`config.mk`:
```
export PLATFORM = sky130hd
export DESIGN_NAME = divider
export DESIGN_NICKNAME = d
export VERILOG_FILES = /design/src/rtl/divider.sv
export SDC_FILE = /design/constraint.sdc
export NUM_CORES = 1
export LEC_CHECK = 0
export BUFFER_PORTS_ARGS = -buffer_cell sky130_fd_sc_hd__buf_2
export CAP_MARGIN = 40
export CORE_MARGIN = 3
export CORE_UTILIZATION = 40
export CTS_BUF_LIST = sky130_fd_sc_hd__clkbuf_2
export CTS_CLUSTER_SIZE = 10
export DETAILED_ROUTE_END_ITERATION = 6
export GPL_ROUTABILITY_DRIVEN = 1
export HOLD_SLACK_MARGIN = 0.12
export PLACE_DENSITY = 0.74
export SLEW_MARGIN = 25
export SYNTH_ARGS = -nofsm -noshare
export SYNTH_HDL_FRONTEND = slang
export SYNTH_SLANG_ARGS = --single-unit
```
`constraint.sdc`:
```
create_clock -name clk -period 2.2 [get_ports clk]
set_clock_uncertainty 0.15 [all_clocks]
set_input_delay 0.11 -clock clk [delete_from_list [all_inputs] [get_ports clk]]
set_output_delay 0.11 -clock clk [all_outputs]
set_load 0.01 [all_outputs]
```
`src/rtl/divider.sv`:
```
// Multi-cycle unsigned restoring divider: one quotient bit per clock, fixed WS-cycle
// latency, valid/ready handshake on both sides.
module divider #(
    parameter int WS = 16
) (
    input  logic          clk,
    input  logic          rst_n,
    input  logic          in_valid,
    output logic          in_ready,
    input  logic [WS-1:0] dividend,
    input  logic [WS-1:0] divisor,
    output logic          out_valid,
    input  logic          out_ready,
    output logic [WS-1:0] quotient,
    output logic [WS-1:0] remainder,
    output logic          div_by_zero
);

    localparam int CW = $clog2(WS + 1);

    typedef enum logic [1:0] {IDLE, BUSY, DONE} state_t;

    state_t        state, state_nxt;
    logic [WS-1:0] dvd_q, dvs_q, dvd_sh, quot;
    logic [WS:0]   prem, shifted;
    logic [CW-1:0] cnt;
    logic          dbz, fits, last_step;

    assign in_ready    = (state == IDLE);
    assign out_valid   = (state == DONE);
    assign quotient    = quot;
    assign remainder   = prem[WS-1:0];
    assign div_by_zero = dbz;

    // dvd_sh feeds dividend bits MSB first; dvd_q keeps the original for the self-check.
    assign shifted   = {prem[WS-1:0], dvd_sh[WS-1]};
    assign fits      = (shifted >= {1'b0, dvs_q});
    assign last_step = (cnt == CW'(WS - 1));

    always_comb begin
        state_nxt = state;
        case (state)
            IDLE:    if (in_valid)  state_nxt = BUSY;
            BUSY:    if (last_step) state_nxt = DONE;
            DONE:    if (out_ready) state_nxt = IDLE;
            default: state_nxt = IDLE;
        endcase
    end

    always_ff @(posedge clk) begin
        if (!rst_n) state <= IDLE;
        else        state <= state_nxt;
    end

    // A zero divisor needs no special path: every step "fits", giving all-ones / dividend.
    always_ff @(posedge clk) begin
        if (!rst_n) begin
            dvd_q  <= '0;
            dvs_q  <= '0;
            dvd_sh <= '0;
            quot   <= '0;
            prem   <= '0;
            cnt    <= '0;
            dbz    <= 1'b0;
        end else if (state == IDLE && in_valid) begin
            dvd_q  <= dividend;
            dvs_q  <= divisor;
            dvd_sh <= dividend;
            quot   <= '0;
            prem   <= '0;
            cnt    <= '0;
            dbz    <= (divisor == '0);
        end else if (state == BUSY) begin
            prem   <= fits ? (shifted - {1'b0, dvs_q}) : shifted;
            quot   <= {quot[WS-2:0], fits};
            dvd_sh <= {dvd_sh[WS-2:0], 1'b0};
            cnt    <= cnt + CW'(1);
        end
    end

    logic [2*WS-1:0] chk_lhs, chk_rhs;
    assign chk_lhs = {{WS{1'b0}}, quot} * {{WS{1'b0}}, dvs_q} + {{WS{1'b0}}, prem[WS-1:0]};
    assign chk_rhs = {{WS{1'b0}}, dvd_q};

    a_result_consistent: assert property (@(posedge clk) disable iff (!rst_n)
        (out_valid && !dbz) |-> (chk_lhs == chk_rhs && prem[WS-1:0] < dvs_q));

    a_handshake_exclusive: assert property (@(posedge clk) disable iff (!rst_n)
        !(out_valid && in_ready));

`ifdef FORMAL
    // Reset is held low in the initial state only.
    logic f_init = 1'b1;
    always_ff @(posedge clk) f_init <= 1'b0;
    always_comb assume (f_init == !rst_n);
`endif

endmodule

```
After elaboration in Yosys (flattened, before gate mapping)
Cells that the tools add are included.

Bits in registers: 72.

Add/subtract/negate cells: 2. Magnitude comparators: 1. Equal/unequal tests: 6. Multiplexer cells: 7. Bitwise operators: 1. Reductions and logical operators: 6.

Operators by type and width (count): $mux 16 (3); $ge 17x16->1 (1); $logic_not 16->1 (1); $sub 16x16->16 (1); $mux 2 (3); $pmux 2 s3 (1); $add 5x1->5 const B (1); $eq 5x4->1 const B (1); $ne 2x2->1 const B (2); $reduce_and 3->1 (1); $eq 2x1->1 const B (1); $eq 2x2->1 const B (1); $logic_not 2->1 (1); $ne 2x1->1 const B (1); $reduce_bool 2->1 (1); $reduce_or 2->1 (1); $logic_and 1x1->1 (1); $not 1->1 (1).

Depth between registers and ports, before layout
Gate-level depths: netlist (run 1).

Depth in word-level cells: 3. Depth in mapped cells: 11.

Worst setup path after synthesis (run 1)
Ideal clock, no wire load.

Kind: reg-to-reg. From: register prem[1]. To: register prem[13]. Library setup time: 0.086 ns. Arrival: 2.118 ns. Data required time: 1.964 ns. Path slack: -0.154 ns. Cell stages (with the launch flop): 10. Buffers on the path: 1. Clock period less this slack: 2.354 ns. Cell sequence: dfxtp_1 > ha_1 > and3b_1 > o21a_1 > o31ai_4 > a21oi_4 > nand2b_4 > buf_6 > mux2i_1 > a211oi_1.

Word-level cells in the longest chain between the ends: 2. Elaborated cells on any way between the ends: 3.

RTL lines: start: declaration (line 25) `logic [WS:0] prem, shifted;`; start signal: assignment (line 74) `prem <= fits ? (shifted - {1'b0, dvs_q}) : shifted;`; $sub 16x16->16 or $ge 17x16->1 (tied branches) (line 74, 37); $mux 16 (*) (line 74).

Every way passes the cells marked *; elsewhere a longest branch is shown, timed or not. A chain may end at the register's enable or synchronous reset.

Worst setup path after layout (run 1)
From: register dvs_q[2]. To: register prem[0].

Word-level cells in the longest chain between the ends: 2.

RTL lines: start: declaration (line 24) `logic [WS-1:0] dvd_q, dvs_q, dvd_sh, quot;`; start signal: assignment (line 67) `dvs_q <= divisor;`; $ge 17x16->1 (line 37) `assign fits = (shifted >= {1'b0, dvs_q});`; $mux 16 (line 74).

No other way between the ends.

==> impl_metrics.tcl, run 1 <==
set metrics [dict create \
    syn_avg_cell_area_um2 8.283 \
    start_util 0.4156 \
    period_needed_ps 2436 \
    ys_types 59 \
    numCtsBuffers 9 \
    cts_buffer_depth 2 \
    core_area_um2 9328 \
    drv_cap 0 \
    final_hold_viol_count 0 \
    pre_cts_ws_ps -333.6 \
    regToRegSetupSlack_ps -240 \
    boundaryPins 71 \
    final_core_util 0.6476 \
    yosys_most_used_dff "dfxtp_1" \
    syn_area_um2 3876 \
    fillers 764 \
    numClockSinks 72 \
    critPathLaunchType "flip-flop" \
    grt_max_degree 37 \
    reg2regPathDepth 10 \
    place_hpwl_um 7779 \
    cts_tree "yes" \
    worstSetupPathType "flip-flop to flip-flop" \
    setup_viol 17 \
    power-per-cell-area_nw_per_um2 692.3 \
    drive_gt1_frac 0.4072 \
    rsz0062_at_grt "yes" \
    drt-pass1-iter-count 4 \
    fin_nets 713 \
    syn-instance-count 468 \
    die_w_um 104.4 \
    ys_seq_elements 72 \
    wire_per_inst_um 15.45 \
    hp-class "primary input to flip-flop" \
    irDropWorstVdd_uv 358.1 \
    gp_congestion 0.8538 \
    finalSetupTns_ps -2759 \
    drt_iter0_markers 244 \
    p_leak_nw 2.486 \
    die_area_um2 10910 \
    worstMarginPinSlew_ps 596.0 \
    drc 0 \
    end_kind "flip-flop" \
    wirelength_um 12240 \
    max_freq_ghz 0.4104 \
    cts_max_level 3 \
    antenna_found_initial 0 \
    synthArstFlopShare 0 \
    syn2layout_area_growth_pct 55.84 \
    grt_overflow_total 0 \
    crit_fanout 5 \
    antennaDiodeCount 0 \
    cp.arrival_ps 2690 \
    grt_pass1_vias 4143 \
    synth_nets 523 \
    rows 35 \
    synth_edf_count 0 \
    endpoint "prem[0]$_SDFFE_PP0P_" \
    slew_violations 0 \
    drtAntennaViolNets 0 \
    final-seq-area_um2 1468 \
    min_period_over_period 1.107 \
    rr_startpoint "dvs_q[2]$_SDFFE_PN0P_" \
    die_h_um 104.4 \
    multiInputGateArea_um2 2611 \
    fin_ws_ps -236.4 \
    drt-vias-per-instance 5.206 \
    port_buffers 70 \
    ys_warn_count 0 \
    slew_headroom 0.6026 \
    clk_latency_ps 510 \
    rr_endpoint "prem[0]$_SDFFE_PP0P_" \
    vias 4123 \
    status "complete, but fails checks" \
    path_clk_slew_ps 210 \
    grt_pass1_wl_um 19770 \
    crit_start "dvs_q[2]$_SDFFE_PN0P_" \
    required_ps 2460 \
    cts_root_buffer "clkbuf_2" \
    violations "setup timing" \
    grt_usage 0.2191 \
    ys_seq_area_frac 0.3719 \
]
## placed cells by master, fill, tap and decap left out, types with 7 or more instances in the layout
| cell | Yosys | final |
|---|---|---|
| nand2_1 | 93 | 89 |
| buf_4 | 3 | 77 |
| buf_2 | 1 | 70 |
| dfxtp_1 | 72 | 53 |
| dlygate4sd3_1 | 0 | 52 |
| a21boi_0 | 31 | 31 |
| a21oi_1 | 34 | 28 |
| nor2_1 | 23 | 20 |
| dfxtp_2 | 0 | 18 |
| a22oi_1 | 16 | 16 |
| ha_4 | 0 | 15 |
| o21ai_0 | 15 | 12 |
| inv_1 | 21 | 11 |
| inv_2 | 0 | 10 |
| clkbuf_2 | 0 | 10 |
| buf_6 | 3 | 10 |
| mux2i_1 | 9 | 9 |
| xor2_1 | 9 | 9 |
| nand4_1 | 7 | 7 |
## where the power goes
group / total [mW] / internal [mW] / switching, mW
logic: 1.86 / 0.969 / 0.896
registers: 1.42 / 1.37 / 0.0479
clock network: 0.895 / 0.388 / 0.508
total: 4.18 / 2.73 / 1.45
## cells in the mapped netlist (all sizes together), types with 2 or more instances
| cell type | count | area (µm²) |
|---|---|---|
| nand3 | 6 | 30.03 |
| nor2b | 5 | 38.78 |
| o31ai | 2 | 28.78 |
| nor3 | 12 | 75.07 |
| xor2 | 9 | 78.83 |
| a211oi | 5 | 42.54 |
| nor2 | 23 | 86.33 |
| inv | 21 | 78.83 |
| a21oi | 35 | 186.4 |
| o211ai | 2 | 15.01 |
| a31oi | 2 | 12.51 |
| mux2i | 9 | 90.09 |
| and4 | 2 | 20.02 |
| dfxtp | 72 | 1441 |
| or4 | 5 | 37.54 |
| a21boi | 32 | 240.2 |
| a21o | 5 | 37.54 |
| and2 | 2 | 12.51 |
| a31o | 2 | 17.52 |
| nand4 | 8 | 65.06 |
| o21a | 6 | 45.04 |
| buf | 10 | 72.56 |
| ha | 18 | 225.2 |
| xnor2 | 6 | 52.55 |
| a22oi | 16 | 120.1 |
| clkbuf | 22 | 82.58 |
| and3 | 2 | 12.51 |
| o21ai | 18 | 93.84 |
| nand2b | 3 | 26.27 |
| nand2 | 93 | 349.1 |
## how the worst min path moves through the flow
stage	start	endpoint	slack, ps	depth (start not counted)
3_5_place_dp	divisor[5]	dvs_q[5]$_SDFFE_PN0P_	240	3
6_report	rst_n	state[0]$_SDFFE_PN0P_	250	3
2_1_floorplan	divisor[1]	dvs_q[1]$_SDFFE_PN0P_	100	2
5_1_grt	rst_n	state[0]$_SDFFE_PN0P_	200	3
4_1_cts	rst_n	state[0]$_SDFFE_PN0P_	200	3
3_3_place_gp	divisor[9]	dvs_q[9]$_SDFFE_PN0P_	220	3
## cell families after synthesis
kind of cell,synth area share
multiplexers,0.02324
buffers and inverters,0.06036
AND/OR/NAND/NOR,0.2076
AO/OA/AOI/OAI,0.2398
XOR/XNOR,0.03389
adder cells (fa/ha/maj),0.06327
flip-flops,0.3719
## flip-flops by register name, summed over array words and instances (netlist names)
name and flops:
prem 16, quotient 16, dvd_sh 16, cnt 5
dvs_q 16, state 2, div_by_zero 1
## worst max-delay path, cell delays in order, from the launching register on
cell and delay [ps]:
dfxtp_2 380, inv_2 40, ha_4 250, and3b_1 190, o21a_1 240, o31ai_4 320
a21oi_4 120, nor2b_4 210, buf_12 140, nand4_1 170, o311ai_4 130
## metrics by stage
stage / instances / total power [mW] / cell area [µm²] / hold slack [ps]
6_report: 792 / 4.182 / 6041 / 253.3
5_1_grt: 792 / 4.379 / 6041 / 202.3
4_1_cts: 783 / 3.982 / 5839 / 200.8
3_5_place_dp: 694 / 2.692 / 4791 / 235.1
3_3_place_gp: 694 / 2.663 / 4791 / 221.8
2_1_floorplan: 468 / 2.318 / 3991 / 97.37
## per-layer routing
layer  vias to the layer above  wire length (µm)  global-route usage  share of wire
met2                       131              6218              0.3759           0.51
met1                      1949              5270              0.2721           0.43
li1                       2020                 -                   -              -
met5                         -                 0                   0              0
met3                        23               519             0.03290          0.042
met4                         0               229             0.09402          0.019
## layout make-up
cell class,instances,area share
clock inverters,6,0.01491
inverters,21,0.01305
multi-input cells,344,0.4323
repair buffers,210,0.2618
well taps,129,0.02672
flip-flops and latches,72,0.2430
clock buffers,10,0.008285
## what timing repair did
| action | in CTS | in global routing |
|---|---|---|
| endpoints found under the hold margin | 51 | 0 |
| gates cloned | 1 | 0 |
| buffers inserted | 21 | 10 |
| gates resized for setup | 61 | 31 |
| pin swaps | 26 | 7 |
| endpoints found under the setup margin | 17 | 24 |
| hold buffers | 52 | 0 |
No activity file was read; power rests on OpenSTA's default activity.
==> run 2, diff against run 1 <==
--- a/config.mk
+++ b/config.mk
@@ -8,13 +8,13 @@
 export BUFFER_PORTS_ARGS = -buffer_cell sky130_fd_sc_hd__buf_2
 export CAP_MARGIN = 40
 export CORE_MARGIN = 3
-export CORE_UTILIZATION = 40
+export CORE_UTILIZATION = 45
 export CTS_BUF_LIST = sky130_fd_sc_hd__clkbuf_2
 export CTS_CLUSTER_SIZE = 10
 export DETAILED_ROUTE_END_ITERATION = 6
 export GPL_ROUTABILITY_DRIVEN = 1
 export HOLD_SLACK_MARGIN = 0.12
-export PLACE_DENSITY = 0.74
+export PLACE_DENSITY = 0.8
 export SLEW_MARGIN = 25
 export SYNTH_ARGS = -nofsm -noshare
 export SYNTH_HDL_FRONTEND = slang
==> run 2 against run 1 <==
Compared with the run above:
- the run still ends with setup timing left
- cell count fell by 3.7%
- via count grew 3.9%
- combinational power decreased by 12%
- design area down 2.9%
- sequential share of layout area is 0.78 points higher
- clock-buffer cell count stayed put
- first-iteration DRC count is 3.7% higher
- non-clock buffer count down 5
- wire length is 4.1% higher
- worst hold slack improved by 63 ps
- power shrank 10%
- highest routed layer unchanged
==> impl_metrics.tcl, run 2 (same netlist as run 1, synthesis figures left out) <==
set metrics [dict create \
    fin_ws_ps -172.8 \
    p_leak_nw 2.449 \
    grt_usage 0.2600 \
    numCtsBuffers 9 \
    hold_path_end "quotient[5]$_SDFFE_PP0P_" \
    rr_endpoint "prem[3]$_SDFFE_PP0P_" \
    cp.arrival_ps 2660 \
    place_hpwl_um 7500 \
    dpl_cell_area_um2 4736 \
    status "complete, but fails checks" \
    pwr-share-comb 0.439 \
    drtAntennaViolNets 0 \
    intPower_mw 2.349 \
    slew_violations 0 \
    reg2regPathDepth 9 \
    hold_path_depth 2 \
    worstMarginPinSlew_ps 429.9 \
    grt_max_degree 53 \
    final_cell_mix "nand2_1, buf_2, dlygate4sd3_1, buf_4, dfxtp_1" \
    final_area_um2 5863 \
    hp-class "flip-flop to flip-flop" \
    antenna_found_initial 0 \
    drive_gt1_frac 0.3602 \
    wirelength_um 12740 \
    drt_iter0_markers 253 \
    drv_cap 0 \
    path_clk_slew_ps 220 \
    antennaDiodeCount 0 \
    worstSetupPathType "flip-flop to flip-flop" \
    critPathLaunchType "flip-flop" \
    min_period_over_period 1.079 \
    vias 4284 \
    die_w_um 98.81 \
    max_freq_ghz 0.4214 \
    rsz0062_at_grt "yes" \
    grt_overflow_total 0 \
    irDropWorstVdd_uv 424.0 \
    rows 33 \
    clock_power_share 0.180 \
    fin_nets 708 \
    crit_fanout 10 \
    gp_congestion 0.9482 \
    fillers 580 \
    crit_slowest_cell "dfxtp_2" \
    grt_pass1_wl_um 20450 \
    slew_headroom 0.7108 \
    grt_pass1_vias 4263 \
    numClockSinks 72 \
    drt-vias-per-instance 5.615 \
    final_core_util 0.7065 \
    final_common_cell "nand2_1" \
    cts_max_level 3 \
    pre_cts_ws_ps -320.1 \
    core_area_um2 8299 \
    rr_startpoint "dvs_q[2]$_SDFFE_PN0P_" \
    max_stage_delay_ps 390 \
    final_hold_viol_count 0 \
    syn2layout_area_growth_pct 51.26 \
    holdCritStartpoint "quotient[4]$_SDFFE_PP0P_" \
    drt-pass1-iter-count 7 \
    path_cells "inv_2 -> ha_4 -> and3b_1 -> o21a_1 -> o31ai_4 -> a21oi_4 -> nor2b_4 -> o31a_1 -> a21oi_1" \
    wire_per_inst_um 16.70 \
    die_area_um2 9763 \
    violations "setup timing" \
    period_needed_ps 2373 \
    start_util 0.4671 \
    seqPwrFrac 0.381 \
    port_buffers 70 \
    power-per-cell-area_nw_per_um2 638.9 \
    die_h_um 98.81 \
    end_kind "flip-flop" \
    cts_root_buffer "clkbuf_2" \
    switching_share 0.3728 \
    setup_viol 17 \
    p_sw_mw 1.396 \
    cts_tree "yes" \
    clk_latency_ps 530 \
    boundaryPins 71 \
    drc 0 \
    cts_buffer_depth 2 \
    regToRegSetupSlack_ps -170 \
    required_ps 2480 \
]
run 2: layer usage:
metal  vias to the layer above  global-route usage  part of all wire
li1                       2006                   -                 -
met1                      2013              0.2923              0.39
met2                       202              0.4566              0.49
met3                        63             0.06865             0.068
met4                         0              0.1208             0.046
met5                         -                   0                 0
run 2: cell type report:
cell class | instances | area (µm²) | share of cell area
multi-input combinational | 344 | 2521 | 0.4300
tap | 105 | 131.4 | 0.02241
clock buffer | 10 | 50.05 | 0.008536
inverter | 21 | 81.33 | 0.01387
timing repair buffer | 205 | 1564 | 0.2668
clock inverter | 6 | 45.04 | 0.007682
sequential | 72 | 1470 | 0.2507
run 2: timing repair:
| item | in CTS | in global routing |
|---|---|---|
| resized for setup | 48 | 21 |
| setup buffers | 11 | 3 |
| setup endpoints to repair | 17 | 47 |
| hold buffers | 67 | 0 |
| pin swaps | 15 | 4 |
| hold endpoints to repair | 69 | 0 |
| cloned | 1 | 0 |
run 2: through the flow:
step	hold WS [ps]	cells	TNS [ps]	total power, mW
after floorplan	97.37	468	-417.5	2.318
after global placement	220.7	665	-1487	2.644
after detailed placement	231.3	665	-3263	2.684
after CTS	287.1	760	-658.0	3.591
after global routing	327.7	763	-2971	3.935
final	316.5	763	-1913	3.746
run 2: worst max path at each step:
stage / from / end / slack [ps] / cells past startpoint
floorplan: dvs_q[1]$_SDFFE_PN0P_ / prem[14]$_SDFFE_PP0P_ / -70 / 10
global placement: dvs_q[6]$_SDFFE_PN0P_ / prem[11]$_SDFFE_PP0P_ / -170 / 10
detailed placement: dvs_q[6]$_SDFFE_PN0P_ / prem[11]$_SDFFE_PP0P_ / -320 / 10
CTS: dvs_q[2]$_SDFFE_PN0P_ / prem[11]$_SDFFE_PP0P_ / -80 / 9
global route: dvs_q[12]$_SDFFE_PN0P_ / prem[3]$_SDFFE_PP0P_ / -240 / 10
finish: dvs_q[2]$_SDFFE_PN0P_ / prem[3]$_SDFFE_PP0P_ / -170 / 9
run 2: critical path: cells and delay by family, from the launching register on:
family / cells / cell delay [ps]
AO/OA/AOI/OAI: 5 / 980
AND/OR/NAND/NOR: 2 / 470
flip-flops: 1 / 390
adder cells (fa/ha/maj): 1 / 250
buffers and inverters: 1 / 50
run 2: power groups by stage:
stage	logic [mW]	registers, mW	clock network, mW
finish	1.64	1.43	0.676
global route	1.75	1.43	0.749
CTS	1.49	1.42	0.678
detailed placement	1.24	1.44	0
global placement	1.21	1.44	0
floorplan	0.868	1.45	0
==> run 3, diff against run 2 <==
--- a/config.mk
+++ b/config.mk
@@ -7,14 +7,16 @@
 export LEC_CHECK = 0
 export BUFFER_PORTS_ARGS = -buffer_cell sky130_fd_sc_hd__buf_2
 export CAP_MARGIN = 40
+export CELL_PAD_IN_SITES_DETAIL_PLACEMENT = 1
+export CELL_PAD_IN_SITES_GLOBAL_PLACEMENT = 1
 export CORE_MARGIN = 3
-export CORE_UTILIZATION = 45
+export CORE_UTILIZATION = 39
 export CTS_BUF_LIST = sky130_fd_sc_hd__clkbuf_2
 export CTS_CLUSTER_SIZE = 10
 export DETAILED_ROUTE_END_ITERATION = 6
 export GPL_ROUTABILITY_DRIVEN = 1
 export HOLD_SLACK_MARGIN = 0.12
-export PLACE_DENSITY = 0.8
+export PLACE_DENSITY = 0.9
 export SLEW_MARGIN = 25
 export SYNTH_ARGS = -nofsm -noshare
 export SYNTH_HDL_FRONTEND = slang
==> run 3 against run 2 <==
Compared with the run above:
- the run still ends with setup timing left
- clock power is 6.4% higher
- sequential share of layout area down 0.35 points
- cell count grew 2.9%
- power grew 13%
- fmax fell by 14%
- critical path depth is 2 higher
- sequential power about the same
- clock-buffer cell count is the same
- critical path type unchanged
==> impl_metrics.tcl, run 3 (same netlist as run 1, synthesis figures left out) <==
set metrics [dict create \
    status "complete, but fails checks" \
    violations "setup timing" \
    fillers 1097 \
    grt_overflow_total 0 \
    end_kind "flip-flop" \
    drt-vias-per-instance 5.931 \
    required_ps 2530 \
    critPathLaunchType "flip-flop" \
    port_buffers 70 \
    antenna_found_initial 0 \
    grt_pass1_wl_um 26010 \
    final-seq-area_um2 1468 \
    gp_congestion 0.9522 \
    crit_fanout 2 \
    dpl_cell_area_um2 4803 \
    drv_cap 0 \
    hp-class "primary input to flip-flop" \
    die_area_um2 11170 \
    cts_root_buffer "clkbuf_2" \
    rsz0062_at_grt "yes" \
    final_area_um2 5936 \
    grt_max_degree 34 \
    fin_nets 706 \
    cp_num_buf_inv 3 \
    cts_buffer_depth 2 \
    setup_viol 17 \
    cp.arrival_ps 3090 \
    grt_usage 0.2971 \
    drtAntennaViolNets 0 \
    slew_headroom 0.4585 \
    finalSetupTns_ps -5721 \
    worstMarginPinSlew_ps 812.2 \
    multiInputGateArea_um2 2615 \
    fin_ws_ps -563.9 \
    numClockSinks 72 \
    wirelength_um 18910 \
    crit_family "compound AO/OA/AOI/OAI gates" \
    p_total_mw 4.223 \
    grt_pass1_vias 4859 \
    crit_slowest_cell "dfxtp_2" \
    path_clk_slew_ps 220 \
    rows 35 \
    drt_iter0_markers 300 \
    die_h_um 105.7 \
    vias 4656 \
    period_needed_ps 2764 \
    drive_gt1_frac 0.4085 \
    place_hpwl_um 9379 \
    drt-pass1-iter-count 5 \
    worstSetupPathType "flip-flop to flip-flop" \
    start_util 0.4098 \
    core_area_um2 9459 \
    irDropWorstVdd_uv 367.2 \
    cts_max_level 3 \
    slew_violations 0 \
    cts_tree "yes" \
    syn2layout_area_growth_pct 53.13 \
    die_w_um 105.7 \
    boundaryPins 71 \
    drc 0 \
    min_period_over_period 1.256 \
    max_freq_ghz 0.3618 \
    max_stage_delay_ps 410 \
    numCtsBuffers 9 \
    antennaDiodeCount 0 \
    path_cells "inv_1 -> ha_4 -> and3b_1 -> buf_4 -> buf_4 -> o21ai_1 -> a31o_1 -> o31ai_2 -> o21ai_1 -> xor2_1 -> o211ai_1" \
    final_hold_viol_count 0 \
    final_common_cell "nand2_1" \
    clk_latency_ps 580 \
    power-per-cell-area_nw_per_um2 711.5 \
    p_leak_nw 2.461 \
    final_core_util 0.6275 \
    wire_per_inst_um 24.09 \
    final_cell_mix "nand2_1, buf_4, buf_2, dfxtp_1, dlygate4sd3_1" \
]
run 3: final timing paths:
| path | end | slack, ps | cells past startpoint | startpoint |
|---|---|---|---|---|
| worst min-delay path | dvs_q[4]$_SDFFE_PN0P_ | 200 | 4 | divisor[4] |
| worst max-delay path | prem[15]$_SDFFE_PP0P_ | -560 | 11 | dvs_q[1]$_SDFFE_PN0P_ |
| worst max register to register | prem[15]$_SDFFE_PP0P_ | -560 | 11 | dvs_q[1]$_SDFFE_PN0P_ |
| worst min register to register | quotient[10]$_SDFFE_PP0P_ | 340 | 2 | quotient[9]$_SDFFE_PP0P_ |
run 3: repair_timing:
item	CTS	global route
resized for setup	49	46
setup buffers	19	11
endpoints found under the setup margin	17	29
hold buffers	48	0
pin swaps	22	23
endpoints found under the hold margin	44	0
cloned	1	0
run 3: area by class of cell:
| class | count | area share |
|---|---|---|
| clock inverters | 6 | 0.007167 |
| clock buffers | 10 | 0.008432 |
| repair buffers | 203 | 0.2561 |
| inverters | 21 | 0.01328 |
| flip-flops and latches | 72 | 0.2473 |
| well taps | 129 | 0.02719 |
| multi-input cells | 344 | 0.4406 |
run 3: power by group:
group          leakage (nW)  internal, mW  switching [mW]
clock network        0.0587         0.157           0.562
logic                  1.81         0.946            1.12
registers             0.596          1.38          0.0571
run 3: routing by layer:
layer | part of all wire | vias up | wire, µm | GRT usage
met3 | 0.078 | 127 | 1483 | 0.05389
met2 | 0.48 | 312 | 9131 | 0.5287
li1 | - | 1998 | - | -
met4 | 0.074 | 0 | 1400 | 0.1656
met1 | 0.36 | 2219 | 6894 | 0.3322
met5 | 0 | - | 0 | 0
run 3: tightest hold or removal path: cells and delay by family:
family          cells  cell delay, ps
buf+inv             2             660
compound gates      1              70
simple gates        1              50
run 3: through the flow:
| step | hold WS [ps] | instances | setup WS, ps |
|---|---|---|---|
| final | 195.9 | 785 | -563.9 |
| after global routing | 194.8 | 785 | -573.0 |
| after CTS | 238.1 | 777 | -207.0 |
| after detailed placement | 234.6 | 694 | -380.9 |
| after global placement | 220.7 | 694 | -155.9 |
| after floorplan | 97.37 | 468 | -68.13 |
